==> src/rtl/iob_uart16550_stream_pkg.sv <==
// Shared constants and FSM state type for the stream-to-16550 IOb bridge.

package iob_uart16550_stream_pkg;

  localparam int unsigned RBR_THR = 0;
  localparam int unsigned IER_DLM = 1;
  localparam int unsigned FCR     = 2;
  localparam int unsigned LCR     = 3;
  localparam int unsigned LSR     = 5;

  localparam logic [7:0] FCR_INIT = 8'h07;
  localparam logic [7:0] LCR_DLAB = 8'h80;

  localparam int unsigned LSR_DR   = 0;
  localparam int unsigned LSR_OE   = 1;
  localparam int unsigned LSR_BI   = 4;
  localparam int unsigned LSR_THRE = 5;

  typedef enum logic [2:0] {
    StIdle,
    StInit,
    StPoll,
    StRdRbr,
    StWrThr
  } state_e;

endpackage

==> src/rtl/iob_uart16550_stream_acc.sv <==
// Single IOb access engine: byte-lane steering, rvalid completion and an access watchdog.

module iob_uart16550_stream_acc #(
  parameter int unsigned DATA_W    = 32,
  parameter int unsigned ADDR_W    = 3,
  parameter int unsigned TIMEOUT_W = 10
) (
  input  logic                  clk_i,
  input  logic                  arst_i,
  input  logic                  req_i,
  input  logic [ADDR_W-1:0]     addr_i,
  input  logic [7:0]            wbyte_i,
  input  logic                  we_i,
  output logic                  busy_o,
  output logic                  done_o,
  output logic [7:0]            rbyte_o,
  output logic                  timeout_o,
  output logic                  iob_avalid_o,
  output logic [ADDR_W-1:0]     iob_addr_o,
  output logic [DATA_W-1:0]     iob_wdata_o,
  output logic [DATA_W/8-1:0]   iob_wstrb_o,
  input  logic [DATA_W-1:0]     iob_rdata_i,
  input  logic                  iob_rvalid_i,
  input  logic                  iob_ready_i
);

  localparam int unsigned StrbW = DATA_W / 8;

  logic                 avalid_q, avalid_d;
  logic [ADDR_W-1:0]    addr_q, addr_d;
  logic [DATA_W-1:0]    wdata_q, wdata_d;
  logic [StrbW-1:0]     wstrb_q, wstrb_d;
  logic [TIMEOUT_W-1:0] cnt_q, cnt_d;
  logic                 unused_ready;

  assign unused_ready = iob_ready_i;

  assign done_o    = avalid_q & iob_rvalid_i;
  // The counter holds the number of request cycles so far, so all-ones marks the last one.
  assign timeout_o = avalid_q & ~iob_rvalid_i & (cnt_q == '1);
  assign rbyte_o   = 8'(iob_rdata_i >> {addr_q[1:0], 3'b000});
  assign busy_o    = avalid_q;

  always_comb begin
    avalid_d = avalid_q;
    addr_d   = addr_q;
    wdata_d  = wdata_q;
    wstrb_d  = wstrb_q;
    cnt_d    = cnt_q;
    if (!avalid_q) begin
      if (req_i) begin
        avalid_d = 1'b1;
        addr_d   = addr_i;
        wdata_d  = DATA_W'(wbyte_i) << {addr_i[1:0], 3'b000};
        wstrb_d  = we_i ? (StrbW'(1) << addr_i[1:0]) : '0;
        cnt_d    = TIMEOUT_W'(1);
      end
    end else if (done_o || timeout_o) begin
      avalid_d = 1'b0;
    end else begin
      cnt_d = cnt_q + TIMEOUT_W'(1);
    end
  end

  always_ff @(posedge clk_i or posedge arst_i) begin
    if (arst_i) begin
      avalid_q <= 1'b0;
      addr_q   <= '0;
      wdata_q  <= '0;
      wstrb_q  <= '0;
      cnt_q    <= '0;
    end else begin
      avalid_q <= avalid_d;
      addr_q   <= addr_d;
      wdata_q  <= wdata_d;
      wstrb_q  <= wstrb_d;
      cnt_q    <= cnt_d;
    end
  end

  assign iob_avalid_o = avalid_q;
  assign iob_addr_o   = addr_q;
  assign iob_wdata_o  = wdata_q;
  assign iob_wstrb_o  = wstrb_q;

endmodule

==> src/rtl/iob_uart16550_stream.sv <==
// IOb master that initialises a 16550 and moves bytes between streams and its THR/RBR.

module iob_uart16550_stream #(
  parameter int unsigned DATA_W     = 32,
  parameter int unsigned ADDR_W     = 3,
  parameter logic [7:0]  LCR_VAL    = 8'h03,
  parameter int unsigned FIFO_DEPTH = 16,
  parameter int unsigned TIMEOUT_W  = 10
) (
  input  logic                clk_i,
  input  logic                arst_i,
  input  logic                start_i,
  input  logic [15:0]         div_i,
  output logic                init_done_o,
  input  logic [7:0]          tx_tdata_i,
  input  logic                tx_tvalid_i,
  output logic                tx_tready_o,
  output logic [7:0]          rx_tdata_o,
  output logic                rx_tvalid_o,
  input  logic                rx_tready_i,
  output logic [3:0]          line_err_o,
  output logic                bus_err_o,
  input  logic                err_clr_i,
  output logic                iob_avalid_o,
  output logic [ADDR_W-1:0]   iob_addr_o,
  output logic [DATA_W-1:0]   iob_wdata_o,
  output logic [DATA_W/8-1:0] iob_wstrb_o,
  input  logic [DATA_W-1:0]   iob_rdata_i,
  input  logic                iob_rvalid_i,
  input  logic                iob_ready_i
);

  import iob_uart16550_stream_pkg::*;

  localparam int unsigned BurstW = $clog2(FIFO_DEPTH + 1);

  state_e              state_q, state_d;
  logic [2:0]          step_q, step_d;
  logic [15:0]         div_q, div_d;
  logic                pend_q, pend_d;
  logic                prio_q, prio_d;
  logic [BurstW-1:0]   burst_q, burst_d;
  logic                init_done_q, init_done_d;
  logic [7:0]          rx_data_q, rx_data_d;
  logic                rx_valid_q, rx_valid_d;
  logic [3:0]          line_err_q, line_err_d;
  logic                bus_err_q, bus_err_d;

  logic                acc_req, acc_we, acc_busy, acc_done, acc_timeout;
  logic [ADDR_W-1:0]   acc_addr;
  logic [7:0]          acc_wbyte, acc_rbyte;
  logic                rd_ok, wr_ok;

  iob_uart16550_stream_acc #(
    .DATA_W   (DATA_W),
    .ADDR_W   (ADDR_W),
    .TIMEOUT_W(TIMEOUT_W)
  ) u_acc (
    .clk_i       (clk_i),
    .arst_i      (arst_i),
    .req_i       (acc_req),
    .addr_i      (acc_addr),
    .wbyte_i     (acc_wbyte),
    .we_i        (acc_we),
    .busy_o      (acc_busy),
    .done_o      (acc_done),
    .rbyte_o     (acc_rbyte),
    .timeout_o   (acc_timeout),
    .iob_avalid_o(iob_avalid_o),
    .iob_addr_o  (iob_addr_o),
    .iob_wdata_o (iob_wdata_o),
    .iob_wstrb_o (iob_wstrb_o),
    .iob_rdata_i (iob_rdata_i),
    .iob_rvalid_i(iob_rvalid_i),
    .iob_ready_i (iob_ready_i)
  );

  assign rd_ok       = acc_rbyte[LSR_DR] & ~rx_valid_q;
  assign wr_ok       = acc_rbyte[LSR_THRE] & tx_tvalid_i;
  assign tx_tready_o = (state_q == StWrThr) & acc_done;

  always_comb begin
    state_d     = state_q;
    step_d      = step_q;
    div_d       = div_q;
    pend_d      = pend_q;
    prio_d      = prio_q;
    burst_d     = burst_q;
    init_done_d = init_done_q;
    rx_data_d   = rx_data_q;
    rx_valid_d  = rx_valid_q;
    // A new error in the clearing cycle survives the clear.
    line_err_d  = err_clr_i ? 4'b0000 : line_err_q;
    bus_err_d   = (err_clr_i ? 1'b0 : bus_err_q) | acc_timeout;
    acc_req     = 1'b0;
    acc_addr    = '0;
    acc_wbyte   = 8'h00;
    acc_we      = 1'b0;

    if (rx_valid_q && rx_tready_i) rx_valid_d = 1'b0;
    if (start_i) begin
      div_d = div_i;
      if (state_q != StIdle) pend_d = 1'b1;
    end

    unique case (state_q)
      StIdle: begin
        if (start_i) begin
          state_d     = StInit;
          step_d      = 3'd0;
          init_done_d = 1'b0;
        end
      end
      StInit: begin
        acc_req = 1'b1;
        acc_we  = 1'b1;
        unique case (step_q)
          3'd0: begin acc_addr = ADDR_W'(LCR);     acc_wbyte = LCR_VAL | LCR_DLAB; end
          3'd1: begin acc_addr = ADDR_W'(RBR_THR); acc_wbyte = div_q[7:0];         end
          3'd2: begin acc_addr = ADDR_W'(IER_DLM); acc_wbyte = div_q[15:8];        end
          3'd3: begin acc_addr = ADDR_W'(LCR);     acc_wbyte = LCR_VAL;            end
          3'd4: begin acc_addr = ADDR_W'(FCR);     acc_wbyte = FCR_INIT;           end
          default: begin acc_addr = ADDR_W'(IER_DLM); acc_wbyte = 8'h00;           end
        endcase
        if (acc_done) begin
          if (step_q == 3'd5) begin
            init_done_d = 1'b1;
            state_d     = StPoll;
          end else begin
            step_d = step_q + 3'd1;
          end
        end
      end
      StPoll: begin
        if (!acc_busy && pend_q) begin
          state_d     = StInit;
          step_d      = 3'd0;
          pend_d      = start_i;
          init_done_d = 1'b0;
        end else begin
          acc_req  = ~pend_q;
          acc_addr = ADDR_W'(LSR);
          if (acc_done) begin
            line_err_d = line_err_d | acc_rbyte[LSR_BI:LSR_OE];
            if (rd_ok && (!wr_ok || !prio_q)) begin
              state_d = StRdRbr;
            end else if (wr_ok) begin
              state_d = StWrThr;
              burst_d = BurstW'(FIFO_DEPTH);
            end
            if (rd_ok && wr_ok) prio_d = ~prio_q;
          end
        end
      end
      StRdRbr: begin
        acc_req  = 1'b1;
        acc_addr = ADDR_W'(RBR_THR);
        if (acc_done) begin
          rx_data_d  = acc_rbyte;
          rx_valid_d = 1'b1;
          state_d    = StPoll;
        end
      end
      StWrThr: begin
        if (!acc_busy && (burst_q == '0 || !tx_tvalid_i)) begin
          state_d = StPoll;
        end else begin
          acc_req   = 1'b1;
          acc_we    = 1'b1;
          acc_addr  = ADDR_W'(RBR_THR);
          acc_wbyte = tx_tdata_i;
          if (acc_done) burst_d = burst_q - BurstW'(1);
        end
      end
      default: state_d = StIdle;
    endcase

    if (acc_timeout) begin
      state_d     = StIdle;
      init_done_d = 1'b0;
      pend_d      = 1'b0;
    end
  end

  always_ff @(posedge clk_i or posedge arst_i) begin
    if (arst_i) begin
      state_q     <= StIdle;
      step_q      <= 3'd0;
      div_q       <= 16'h0000;
      pend_q      <= 1'b0;
      prio_q      <= 1'b0;
      burst_q     <= '0;
      init_done_q <= 1'b0;
      rx_data_q   <= 8'h00;
      rx_valid_q  <= 1'b0;
      line_err_q  <= 4'b0000;
      bus_err_q   <= 1'b0;
    end else begin
      state_q     <= state_d;
      step_q      <= step_d;
      div_q       <= div_d;
      pend_q      <= pend_d;
      prio_q      <= prio_d;
      burst_q     <= burst_d;
      init_done_q <= init_done_d;
      rx_data_q   <= rx_data_d;
      rx_valid_q  <= rx_valid_d;
      line_err_q  <= line_err_d;
      bus_err_q   <= bus_err_d;
    end
  end

  assign init_done_o = init_done_q;
  assign rx_tdata_o  = rx_data_q;
  assign rx_tvalid_o = rx_valid_q;
  assign line_err_o  = line_err_q;
  assign bus_err_o   = bus_err_q;

endmodule

==> config.mk <==
export PLATFORM = sky130hd
export DESIGN_NAME = iob_uart16550_stream
export DESIGN_NICKNAME = d
export VERILOG_FILES = /design/src/rtl/iob_uart16550_stream_pkg.sv /design/src/rtl/iob_uart16550_stream_acc.sv /design/src/rtl/iob_uart16550_stream.sv
export SDC_FILE = /design/constraint.sdc
export NUM_CORES = 1
export LEC_CHECK = 0
export CAP_MARGIN = 20
export CORE_MARGIN = 2
export CORE_UTILIZATION = 38
export CTS_CLUSTER_SIZE = 28
export DETAILED_ROUTE_END_ITERATION = 10
export MAX_ROUTING_LAYER = met4
export PLACE_DENSITY = 0.65
export SYNTH_ARGS = -nofsm -noshare
export SYNTH_HDL_FRONTEND = slang
export SYNTH_SLANG_ARGS = --single-unit
==> constraint.sdc <==
create_clock -name clk_i -period 7.6 [get_ports clk_i]
set_input_delay 1.14 -clock clk_i [delete_from_list [all_inputs] [get_ports clk_i]]
set_output_delay 1.14 -clock clk_i [all_outputs]
set_load 0.005 [all_outputs]
==> results by group <==
Clock network
  • H-tree depth: 3
  • Clock Sinks: 94
  • Setup bufs post-CTS: 0
  • Clock latency on the worst-skew pair: 0.35 ns
  • Post_cts resized: 0
  • Hold Buf Count CTS: 0
  • Maximum clock path buffer count: 2
  • CTS root buffer: clkbuf_16
  • TritonCTS buffer count: 9
  • CTS tree: yes
  • Clock-pin slew on the worst setup and hold paths: 0.06 ns

Placed design
  • Gp weighted congestion: 0.923
  • Hpwl dp: 7.92 mm
  • Cells after DPL: 666
  • Port buffer count: 118

Routing
  • Top sig layer: met4
  • Drt drc: 0
  • Met2 wire len: 4.94 mm
  • Antenna viol nets, final: 0
  • DR vias: 3578
  • First-pass iteration count of the detailed router: 4
  • DR vias/cell: 5.25
  • Wire per inst: 15.6 µm
  • M1 WL: 4.90 mm
  • Initial DRC Count: 196
  • Met3 wire len: 658 µm
  • Final WL: 10.7 mm

Yosys
  • Synthesized instance count: 421
  • Leading area contributor after synthesis: dfrtp_1
  • Register area share after synthesis: 0.524
  • Top-count cell post-synth: dfrtp_1
  • Library cells used by synthesis: 56
  • Area of the mapped netlist: 0.00449 mm²
  • Synth Flop Type: dfrtp_1
  • Share of the synthesized area in the top cell type: 0.524
  • Synth warn: 0
  • EDFF count, synth: 0
  • Synth top area cells: dfrtp_1, mux2_2, nand2_1
  • Syn_nets: 493
  • Synth cell count leaders: dfrtp_1, nand2_1, mux2_2
  • Syn Area/Cell: 10.7 µm²
  • Yosys reg bits: 94
  • Post-synth ARST share: 1.00

Worst setup path
  • Max incr delay on CP: 0.54 ns
  • Reg2reg start: state_q[1]$_DFFE_PP0P_
  • Top Family by Delay on Critical Path: buffers and inverters
  • WS Path Type: in -> out
  • CP max stage cell: clkdlybuf4s50_1
  • R2R Path End: u_acc.iob_wdata_o[8]$_DFFE_PP0P_
  • Bufs and invs on worst path: 2
  • CP max FO: 6
  • Worst R2R Path Depth: 5
  • Worst EP arrival: 2.65 ns
  • CP dominant cell by count: clkdlybuf4s50_1
  • Crit end category: output port
  • CP Launch Type: input pin
  • WP data required: 6.46 ns
  • Worst-path cell chain: clkdlybuf4s50_1, nand2_1, nor2_1, clkdlybuf4s50_1
  • Flop-to-flop setup slack: 4.82 ns

STA
  • RSZ-0062 raised after global routing: no
  • Fin crit period: 3.79 ns
  • Clock skew: 0.0103 ns
  • Fin. Hold Viols: 0
  • Count of final max-slew check failures: 0
  • Slew @ Worst Pin: 1.03 ns
  • Final Setup Violations: 0
  • Max Fclk: 264 MHz
  • TNS Setup: 0 ns
  • Ratio of final minimum period to clock period: 0.499
  • Final hold slack: 0.479 ns
  • Slew headroom: 0.316

Floorplan
  • Initial Utilization: 0.392
  • Die H: 113 µm
  • Die outline width: 113 µm
  • Core Rows: 39
  • I/O pin total: 120
  • Die area: 0.0127 mm²
  • Core area: 0.0115 mm²

Global routing
  • First-pass GRT wire length: 17.4 mm
  • Largest net degree at the start of global routing: 54
  • Overall routing resource usage: 0.175
  • Initial antenna violation count: 0
  • Vias in the first global route: 3400
  • GRT overflow: 0

Hold path
  • Hold Crit Start: u_acc.iob_wstrb_o[2]$_DFFE_PP0P_
  • Hold Path Class: reg -> reg
  • Worst-case hold path end point: u_acc.iob_wstrb_o[2]$_DFFE_PP0P_
  • Hold path cells: 1

Layout
  • # diodes: 0
  • Fillers: 1059
  • Fin cells: 682
  • Layout cell share with drive strength beyond 1: 0.113
  • Final nets: 606
  • Final core utilization: 0.530
  • Layout area overhead: 35.2%

Power and ir drop
  • Leakage power: 2.56 nW
  • Maximum VDD drop: 141 µV
  • Pwr Density: 323 mW/mm²

Run
  • Max-Cap Viols: 0

Outcome
  • Outcome: complete, no violations
-- stage by stage --
| step | power (mW) | area [µm²] | worst slack (ns) |
|---|---|---|---|
| after floorplan | 1.22 | 4490 | 4.01 |
| after global placement | 1.53 | 5790 | 3.82 |
| after detailed placement | 1.55 | 5790 | 3.81 |
| after CTS | 1.98 | 6070 | 3.81 |
| after global routing | 2.11 | 6070 | 3.75 |
| final | 1.96 | 6070 | 3.81 |
-- layout make-up --
type | instances | area [µm²] | share of cell area
inverters | 15 | 57.6 | 0.00948
clock inverters | 6 | 53.8 | 0.00886
repair buffers | 122 | 1210 | 0.199
well taps | 143 | 179 | 0.0295
multi-input cells | 292 | 1990 | 0.328
flip-flops and latches | 94 | 2350 | 0.387
clock buffers | 10 | 229 | 0.0377
-- worst max-delay path by stage --
| stage | startpoint | to | slack, ns | cells past startpoint |
|---|---|---|---|---|
| final | iob_rvalid_i | tx_tready_o | 3.81 | 4 |
| after global routing | iob_rvalid_i | tx_tready_o | 3.75 | 4 |
| after CTS | iob_rvalid_i | tx_tready_o | 3.81 | 4 |
| after detailed placement | iob_rvalid_i | tx_tready_o | 3.81 | 4 |
| after global placement | iob_rvalid_i | tx_tready_o | 3.82 | 4 |
| after floorplan | arst_i | burst_q[0]$_DFFE_PP0P_ | 4.01 | 1 |
-- layer usage --
| layer | global-route usage | up-vias |
|---|---|---|
| met1 | 0.241 | 1722 |
| met4 | 0.0691 | 0 |
| met3 | 0.0305 | 11 |
| met5 | - | - |
| met2 | 0.260 | 113 |
| li1 | - | 1732 |
-- flip-flops by register name, summed over array words and instances (netlist names), 3 cells and up --
signal,flops
burst_q,5
div_q,16
u_acc.iob_wdata_o,32
state_q,3
u_acc.iob_wstrb_o,4
line_err_o,4
rx_tdata_o,8
step_q,3
u_acc.cnt_q,10
u_acc.iob_addr_o,3
-- layout by cell type (no fill, tap or decap), drive strengths merged, types with 6 or more instances in the layout --
cell           count
mux2i              8
nor3               8
a21o               7
clkbuf            10
ha                 8
and2               7
o21ai             40
a21oi             13
o31ai              6
inv               17
nand2             60
nor2b              6
dfrtp             94
a22oi             10
mux4               6
nor2              21
nand3              7
mux2              27
clkdlybuf4s50    118
-- cells by family (layout without fill, tap and decap cells) --
family          after synthesis  in the layout  synth area share
compound gates              100            100             0.146
xor+xnor                      7              7            0.0137
fa+ha+maj                     8              8            0.0223
buf+inv                      35            153            0.0329
flops                        94             94             0.524
mux                          41             41             0.116
simple gates                136            136             0.146
-- where the power goes --
part / internal (mW) / leakage [nW] / switching [mW]
combinational: 0.398 / 1.20 / 0.407
sequential: 0.621 / 1.23 / 0.111
clock: 0.227 / 0.136 / 0.195
No activity file was read; power rests on OpenSTA's default activity.
